<file path="src/rtl/nn_f2_sched.sv">
// nn_f2_sched: time-shares one layer-1 PE and one layer-2 PE across the four
// filter jobs of the f2 network.
//
// Job order (layer-1 filter / layer-2 filter -> destination quadrant):
//   j0: f1 / f1 -> out1[127:0]
//   j1: (map reused) / f2 -> out2[127:0]
//   j2: f3 / f3 -> out1[255:128]
//   j3: (map reused) / f4 -> out2[255:128]
//
// Handshake: start is a plain request qualified only by busy. A start seen
// while busy=0 (state IDLE, including the done cycle) is accepted on that
// edge. A start seen while busy=1 is dropped and never queued.
//
// PE operands (l1_img/l1_filt, l2_map/l2_filt) are registers. They change
// only on the phase transitions and hold their values in every other cycle.
module nn_f2_sched #(
  parameter int L1_LAT = 2,
  parameter int L2_LAT = 2
) (
  input  logic         clk,
  input  logic         rst,
  input  logic         start,
  input  logic [287:0] in,
  input  logic [17:0]  filter1,
  input  logic [17:0]  filter2,
  input  logic [17:0]  filter3,
  input  logic [17:0]  filter4,
  output logic [287:0] l1_img,
  output logic [17:0]  l1_filt,
  input  logic [199:0] l1_result,
  output logic [199:0] l2_map,
  output logic [17:0]  l2_filt,
  input  logic [127:0] l2_result,
  output logic         l1_en,
  output logic         l2_en,
  output logic         busy,
  output logic         done,
  output logic [255:0] out1,
  output logic [255:0] out2,
  output logic [1:0]   dbg_state
);

  typedef enum logic [1:0] {
    ST_IDLE = 2'd0,
    ST_L1   = 2'd1,
    ST_L2   = 2'd2
  } state_t;

  localparam logic [7:0] L1_LAST = 8'(L1_LAT - 1);
  localparam logic [7:0] L2_LAST = 8'(L2_LAT - 1);

  state_t         state_q, state_d;
  logic [1:0]     j_q, j_d;
  logic [7:0]     cnt_q, cnt_d;
  logic           done_q, done_d;
  logic [17:0]    f1_q, f1_d;
  logic [17:0]    f2_q, f2_d;
  logic [17:0]    f3_q, f3_d;
  logic [17:0]    f4_q, f4_d;
  logic [287:0]   l1_img_q, l1_img_d;
  logic [17:0]    l1_filt_q, l1_filt_d;
  logic [199:0]   map_q, map_d;
  logic [17:0]    l2_filt_q, l2_filt_d;
  logic [255:0]   out1_q, out1_d;
  logic [255:0]   out2_q, out2_d;

  // State and datapath registers; rst clears everything including results.
  always_ff @(posedge clk) begin
    if (rst) begin
      state_q   <= ST_IDLE;
      j_q       <= 2'd0;
      cnt_q     <= 8'd0;
      done_q    <= 1'b0;
      f1_q      <= '0;
      f2_q      <= '0;
      f3_q      <= '0;
      f4_q      <= '0;
      l1_img_q  <= '0;
      l1_filt_q <= '0;
      map_q     <= '0;
      l2_filt_q <= '0;
      out1_q    <= '0;
      out2_q    <= '0;
    end else begin
      state_q   <= state_d;
      j_q       <= j_d;
      cnt_q     <= cnt_d;
      done_q    <= done_d;
      f1_q      <= f1_d;
      f2_q      <= f2_d;
      f3_q      <= f3_d;
      f4_q      <= f4_d;
      l1_img_q  <= l1_img_d;
      l1_filt_q <= l1_filt_d;
      map_q     <= map_d;
      l2_filt_q <= l2_filt_d;
      out1_q    <= out1_d;
      out2_q    <= out2_d;
    end
  end

  // Next-state logic: job sequencing, latency counting, captures and writes.
  always_comb begin
    state_d   = state_q;
    j_d       = j_q;
    cnt_d     = cnt_q;
    done_d    = 1'b0;
    f1_d      = f1_q;
    f2_d      = f2_q;
    f3_d      = f3_q;
    f4_d      = f4_q;
    l1_img_d  = l1_img_q;
    l1_filt_d = l1_filt_q;
    map_d     = map_q;
    l2_filt_d = l2_filt_q;
    out1_d    = out1_q;
    out2_d    = out2_q;

    case (state_q)
      ST_IDLE: begin
        if (start) begin
          // The latched image doubles as the layer-1 image operand.
          l1_img_d  = in;
          l1_filt_d = filter1;
          f1_d      = filter1;
          f2_d      = filter2;
          f3_d      = filter3;
          f4_d      = filter4;
          j_d       = 2'd0;
          cnt_d     = 8'd0;
          state_d   = ST_L1;
        end
      end

      ST_L1: begin
        if (cnt_q == L1_LAST) begin
          map_d     = l1_result;
          cnt_d     = 8'd0;
          l2_filt_d = (j_q == 2'd2) ? f3_q : f1_q;
          state_d   = ST_L2;
        end else begin
          cnt_d = cnt_q + 8'd1;
        end
      end

      ST_L2: begin
        if (cnt_q == L2_LAST) begin
          cnt_d = 8'd0;
          case (j_q)
            2'd0: begin
              out1_d[127:0] = l2_result;
              j_d           = 2'd1;
              l2_filt_d     = f2_q;
            end
            2'd1: begin
              out2_d[127:0] = l2_result;
              j_d           = 2'd2;
              l1_filt_d     = f3_q;
              state_d       = ST_L1;
            end
            2'd2: begin
              out1_d[255:128] = l2_result;
              j_d             = 2'd3;
              l2_filt_d       = f4_q;
            end
            default: begin
              out2_d[255:128] = l2_result;
              j_d             = 2'd0;
              done_d          = 1'b1;
              state_d         = ST_IDLE;
            end
          endcase
        end else begin
          cnt_d = cnt_q + 8'd1;
        end
      end

      default: begin
        state_d = ST_IDLE;
      end
    endcase
  end

  assign l1_img    = l1_img_q;
  assign l1_filt   = l1_filt_q;
  assign l2_map    = map_q;
  assign l2_filt   = l2_filt_q;
  assign l1_en     = (state_q == ST_L1);
  assign l2_en     = (state_q == ST_L2);
  assign busy      = (state_q != ST_IDLE);
  assign done      = done_q;
  assign out1      = out1_q;
  assign out2      = out2_q;
  assign dbg_state = state_q;

endmodule

</file>
<file path="config.mk">
export PLATFORM = sky130hd
export DESIGN_NAME = nn_f2_sched
export DESIGN_NICKNAME = d
export VERILOG_FILES = /design/src/rtl/nn_f2_sched.sv
export SDC_FILE = /design/constraint.sdc
export NUM_CORES = 2
export LEC_CHECK = 0
export BUFFER_PORTS_ARGS = -buffer_cell sky130_fd_sc_hd__clkbuf_2
export CORE_AREA = 2 2 674 676
export CTS_CLUSTER_SIZE = 8
export DETAILED_ROUTE_END_ITERATION = 10
export DIE_AREA = 0 0 676 678
export PLACE_DENSITY = 0.3
export SYNTH_ARGS = -nofsm -noshare
export SYNTH_HDL_FRONTEND = slang
export SYNTH_SLANG_ARGS = --single-unit
</file>
<file path="constraint.sdc">
create_clock -name clk -period 2.7 [get_ports clk]
set_input_delay 0.27 -clock clk [delete_from_list [all_inputs] [get_ports clk]]
set_output_delay 0.27 -clock clk [all_outputs]
set_load 0.1 [all_outputs]
</file>
---- Word level (Yosys, flattened, before mapping) ----
Cells that the tools add are included.
word-level totals
  ROM bits ................................ 0
  bits in registers ....................... 1121
  bits in latches ......................... 0
  input bits .............................. 691
  memories kept ........................... 0
  bits in writable memories ............... 0
operators by class
  shift operators ......................... 0
  reduce and logical (&&, ||, !) cells .... 21
  multiplexer cells ....................... 22
  multiply operators ...................... 0
  div/mod/pow operators ................... 0
  add/sub/neg operators ................... 1
  equal/unequal tests ..................... 11
  bitwise operators ....................... 3
  magnitude comparators ................... 0
operators with widths
  kind                                           number
  two-way mux 18 bit                             6
  one-hot mux 18 bit (2 select lines)            3
  two-way mux 8 bit                              2
  one-hot mux 8 bit (2 select lines)             1
  AND reduction 3 bit                            5
  one-hot mux 2 bit (3 select lines)             2
  AND reduction 4 bit                            3
  two-way mux 2 bit                              5
  adder 8 x 1 -> 8 bit, second input constant    1
  == test 8 x 1 -> 1 bit, second input constant  1
  one-hot mux 2 bit (2 select lines)             2
  nonzero test 2 bit                             4
  != test 2 x 1 -> 1 bit, second input constant  3
  AND reduction 2 bit                            3
  OR reduction 3 bit                             2
  == test 2 x 1 -> 1 bit, second input constant  2
  == test 2 bit, second input constant           2
  logical NOT 2 bit                              2
  != test 2 bit, second input constant           2
  OR reduction 2 bit                             2
  != test 3 x 1 -> 1 bit, second input constant  1
  inverter 1 bit                                 3
  two-way mux 1 bit                              1

---- Depth between registers and ports, before layout ----
  word-level depth ........................ 5
  gate-level depth with buffers ........... 9
  gate-level depth less buffers ........... 6

---- Worst setup path before layout ----
Ideal clock, no wire load.
  kind .................................... register to register
  start ................................... reg state_q[1], in the netlist dbg_state[1]
  end ..................................... reg out2_q[107], in the netlist out2[107]
  path buffers ............................ 4
  required time ........................... 2.630 ns
  cell stages (with the launch flop) ...... 9
  setup slack ............................. -0.867 ns
  arrival time ............................ 3.496 ns
  cell sequence ........................... dfxtp_1 > ha_1 > clkbuf_8 > clkbuf_1 > and4_1 > buf_2 > buf_1 > nand2_1 > a21oi_1
on the way
  word-level cells in the longest chain between the ends .. 2
ends and longest elaborated chain
  item                           RTL line  source
  start: declaration             52        state_t state_q, state_d;
  start signal: assignment       85        state_q <= state_d;
  == test 2 bit                  n/a
  named net l2_en                35        output logic l2_en,
  AND reduction 3 bit (no line)  n/a
  end signal: assignment         98        out2_q <= out2_d;
  end: declaration               65        logic [255:0] out2_q, out2_d;
The timed path passes the listed nets, and every way through them passes these cells.
A chain may end at the register's enable or synchronous reset.

---- Worst setup path after layout ----
  start ................................... reg state_q[0], in the netlist dbg_state[0]
  end ..................................... reg f3_q[3]
on the way
  word-level cells in the longest chain between the ends .. 2
ends and longest elaborated chain
  item                           RTL line  source
  logical NOT 2 bit              119       case (state_q)
  AND reduction 2 bit (no line)  n/a
  end signal: assignment         76        f3_q <= '0;
  end signal: assignment         91        f3_q <= f3_d;
  end: declaration               58        logic [17:0] f3_q, f3_d;
No other way between the ends.

==> impl_metrics.toml <==
[run_status]
status = "finished clean"

[yosys]
yosysTopAreaCell = "dfxtp_1"
syn_area_per_cell_um2 = 7.928
synth_top_area_share_pct = 57.28
yosysSeqAreaShare_pct = 57.28
synth_top_family_by_area = "simple AND/OR/NAND/NOR gates"
syn_area_um2 = 39180
yosysUniqueCellTypes = 39
synthAdderAreaFrac_pct = 0.3194
synthSimpleGateAreaFrac_pct = 21.53
ys_async_sr_fraction_pct = 0
synth_nets = 5643
synth_edf_count = 0
synth_mux_area_share_pct = 1.495
yosysWarnings = 0
yosys-top-cells-area = "dfxtp_1, nand2_1, a21oi_1, clkbuf_1, mux4_2"
synth-main-ff-cell = "dfxtp_1"
synth_xor_area_share_pct = 0.08942
syn_inst = 4942
ys_seq_elements = 1121
synth-compound-area-share_pct = 15.17

[timing]
min_period_over_period_pct = 93.94
fin_setup_tns_ns = 0
hold_violations = 0
tightestPinTransition_ns = 0.9586
maxSlewViolCount = 0
finalSetupViolations = 0
period_needed_ns = 2.536
fin_ws_ns = 0.1637
clock_skew_ns = 0.05062
timing.slew.headroom_pct = 36.36
rsz0062_at_grt = "no"
clock.fmax_mhz = 394.3

[critical_path]
end_kind = "register"
start_kind = "register"
crit_fanout = 54
crit_family = "buffers and inverters"
crit_chain = "inv_1, ha_1, and2_4, buf_12, buf_12, nand2_1, a21oi_1, dlygate4sd3_1"
path_buf_inv = 4
crit_arrival_ns = 3.33
path_class = "reg -> reg"
critPathMostFrequentCell = "buf_12"
crit_path_max_incr_delay_ns = 0.57
cp.required_ns = 3.50
critPathSlowestCell = "dlygate4sd3_1"

[placed_design]
place_ws_ns = 0.2687
place_hpwl_um = 303300
gp_congestion = 0.9007
portBuffers = 1732

[detailed_routing]
wl_per_cell_um = 27.09
vias = 44180
viasPerCell = 3.298
wl_um = 363000
dr.pass1.iters = 5
ant_nets = 0
drt_first_iter_violations = 2400
drc_errors = 0

[floorplan]
rows = 247
coreArea_um2 = 451200
die_h_um = 678
dieWidth_um = 676
io_pins = 1733
die-area_um2 = 458300
initial_core_util_pct = 8.683

[grt]
overflow = 0
grt_pass1_wl_um = 464300
grt_max_degree = 104
first_global_vias = 44530
antenna_found_initial = 83
grt.total_usage_pct = 15.20

[cts]
cts_max_level = 4
cts_inserted_buffers = 174
clkLatencyLatePin_ns = 0.88
root_buffer = "clkbuf_16"
cts.clk_slew.worst_paths_ns = 0.06
cts_sinks = 1121
cts_buffer_depth = 4
cts_tree = "built"

[power]
ir_drop_mv = 0.4786
powerDensity_nw_per_um2 = 786.7
p_leak_nw = 26.53

[finish]
num-nets-final = 8032
area_growth_pct = 73.84
final_layout_size_suffix_gt1_share_pct = 28.84
fill_cells = 52090

[flow_run]
cap_viol_max_count = 0

[hold_path]
hp-class = "in -> reg"
## sequential cells by signal (all words and copies together) (netlist names)
| signal | count |
|---|---|
| j_q | 2 |
| dbg_state | 2 |
| l2_filt | 18 |
| out2 | 256 |
| l1_img | 288 |
| l1_filt | 18 |
| f3_q | 18 |
| done | 1 |
| f4_q | 18 |
| f2_q | 18 |
| cnt_q | 8 |
| out1 | 256 |
| f1_q | 18 |
| l2_map | 200 |
## cell usage in the layout, fill, tap and decap left out, types with 6 or more instances in the layout
master         instances
nand2_1             2147
dlygate4sd3_1        710
buf_4                 83
mux2i_1               18
clkbuf_16            175
diode_2               29
clkbuf_2            1721
dfxtp_1             1119
clkbuf_8               9
buf_12                76
mux4_2                18
nand4_1                6
nor2_1                10
o21ai_0               26
ha_1                   8
nand3_1               20
clkbuf_1              30
inv_1                  7
a211oi_1              18
a21oi_1             1118
## kinds of logic after synthesis
logic type,after synthesis
multiplexers,36
AO/OA/AOI/OAI,1170
adder cells (fa/ha/maj),10
XOR/XNOR,4
buffers and inverters,390
AND/OR/NAND/NOR,2211
flip-flops,1121
## final timing paths
kind                       start          end  slack, ns  cells after the start
setup reg to reg    dbg_state[0]      f3_q[3]       0.16                      8
hold reg to reg          f1_q[5]      f1_q[5]       0.45                      2
hold / removal    l1_result[186]  l2_map[186]       0.18                      4
setup / recovery    dbg_state[0]      f3_q[3]       0.16                      8
## report_power, final
part / leakage (nW) / switching [mW] / internal [mW] / total [mW]
sequential: 9.09 / 0.662 / 17.5 / 18.2
clock: 2.41 / 8.95 / 12.2 / 21.2
combinational: 15.0 / 11.3 / 2.97 / 14.3
total: 26.5 / 20.9 / 32.7 / 53.6
## tightest hold or removal path, delay by kind of cell
family	cells	cell delay [ns]
buffers and inverters	2	0.63
AOI/OAI and AO/OA	1	0.05
and+or+nand+nor	1	0.04
## stage by stage
stage                     utilization (%)  std cells  total power, mW  hold WS [ns]  area [um2]
after floorplan                         -       4942            26.64        0.4060       39200
after global placement              12.40      12420            32.27        0.4426       55950
after detailed placement            12.40      12420            32.22        0.4458       55950
after CTS                           15.08      13370            54.98       0.05730       68040
after global routing                15.09      13380            55.77        0.1299       68070
final                               15.10      13400            53.58        0.1835       68110
## layer usage
layer,vias up,track usage (%),part of all wire [%]
met3,372,4.421,7.3
met4,26,3.819,2.8
met5,-,0,0.042
met1,21500,17.60,40
li1,20850,-,-
met2,1432,27.17,50
## Yosys cell counts, types with 2 or more instances
cell type  count
mux4_2        18
nor3_1         2
or3_1          2
nor2b_1        2
nor4_1         2
xnor2_1        4
or3_2          2
buf_4          2
and4_1         4
or4_1          4
o21ai_0       26
a211oi_1      18
a21oi_1     1119
dfxtp_1     1121
buf_1         10
buf_6          2
o31ai_1        3
nand3_1       21
inv_1          8
buf_2         78
clkbuf_1     288
nand4_1        6
and2_1         2
mux2i_1       18
nor2_1        10
ha_1          10
nand2_1     2148
## area by class of cell
class	instances	area, um2	share of cell area [%]
clock inverters	24	357.8	0.5254
inverters	8	33.78	0.04960
clock buffers	213	4602	6.757
repair buffers	2595	17920	26.31
well taps	5976	7477	10.98
diodes	29	72.57	0.1065
multi-input cells	3431	15200	22.32
flip-flops and latches	1121	22440	32.95
## repair_timing
| action | in CTS | in global routing |
|---|---|---|
| resized for setup | 5 | 0 |
| endpoints found under the setup margin | 3 | 0 |
| buffers inserted | 0 | 0 |
| hold endpoints to repair | 1094 | 0 |
| hold buffers | 710 | 0 |
Power figures use the tool's default switching activity.
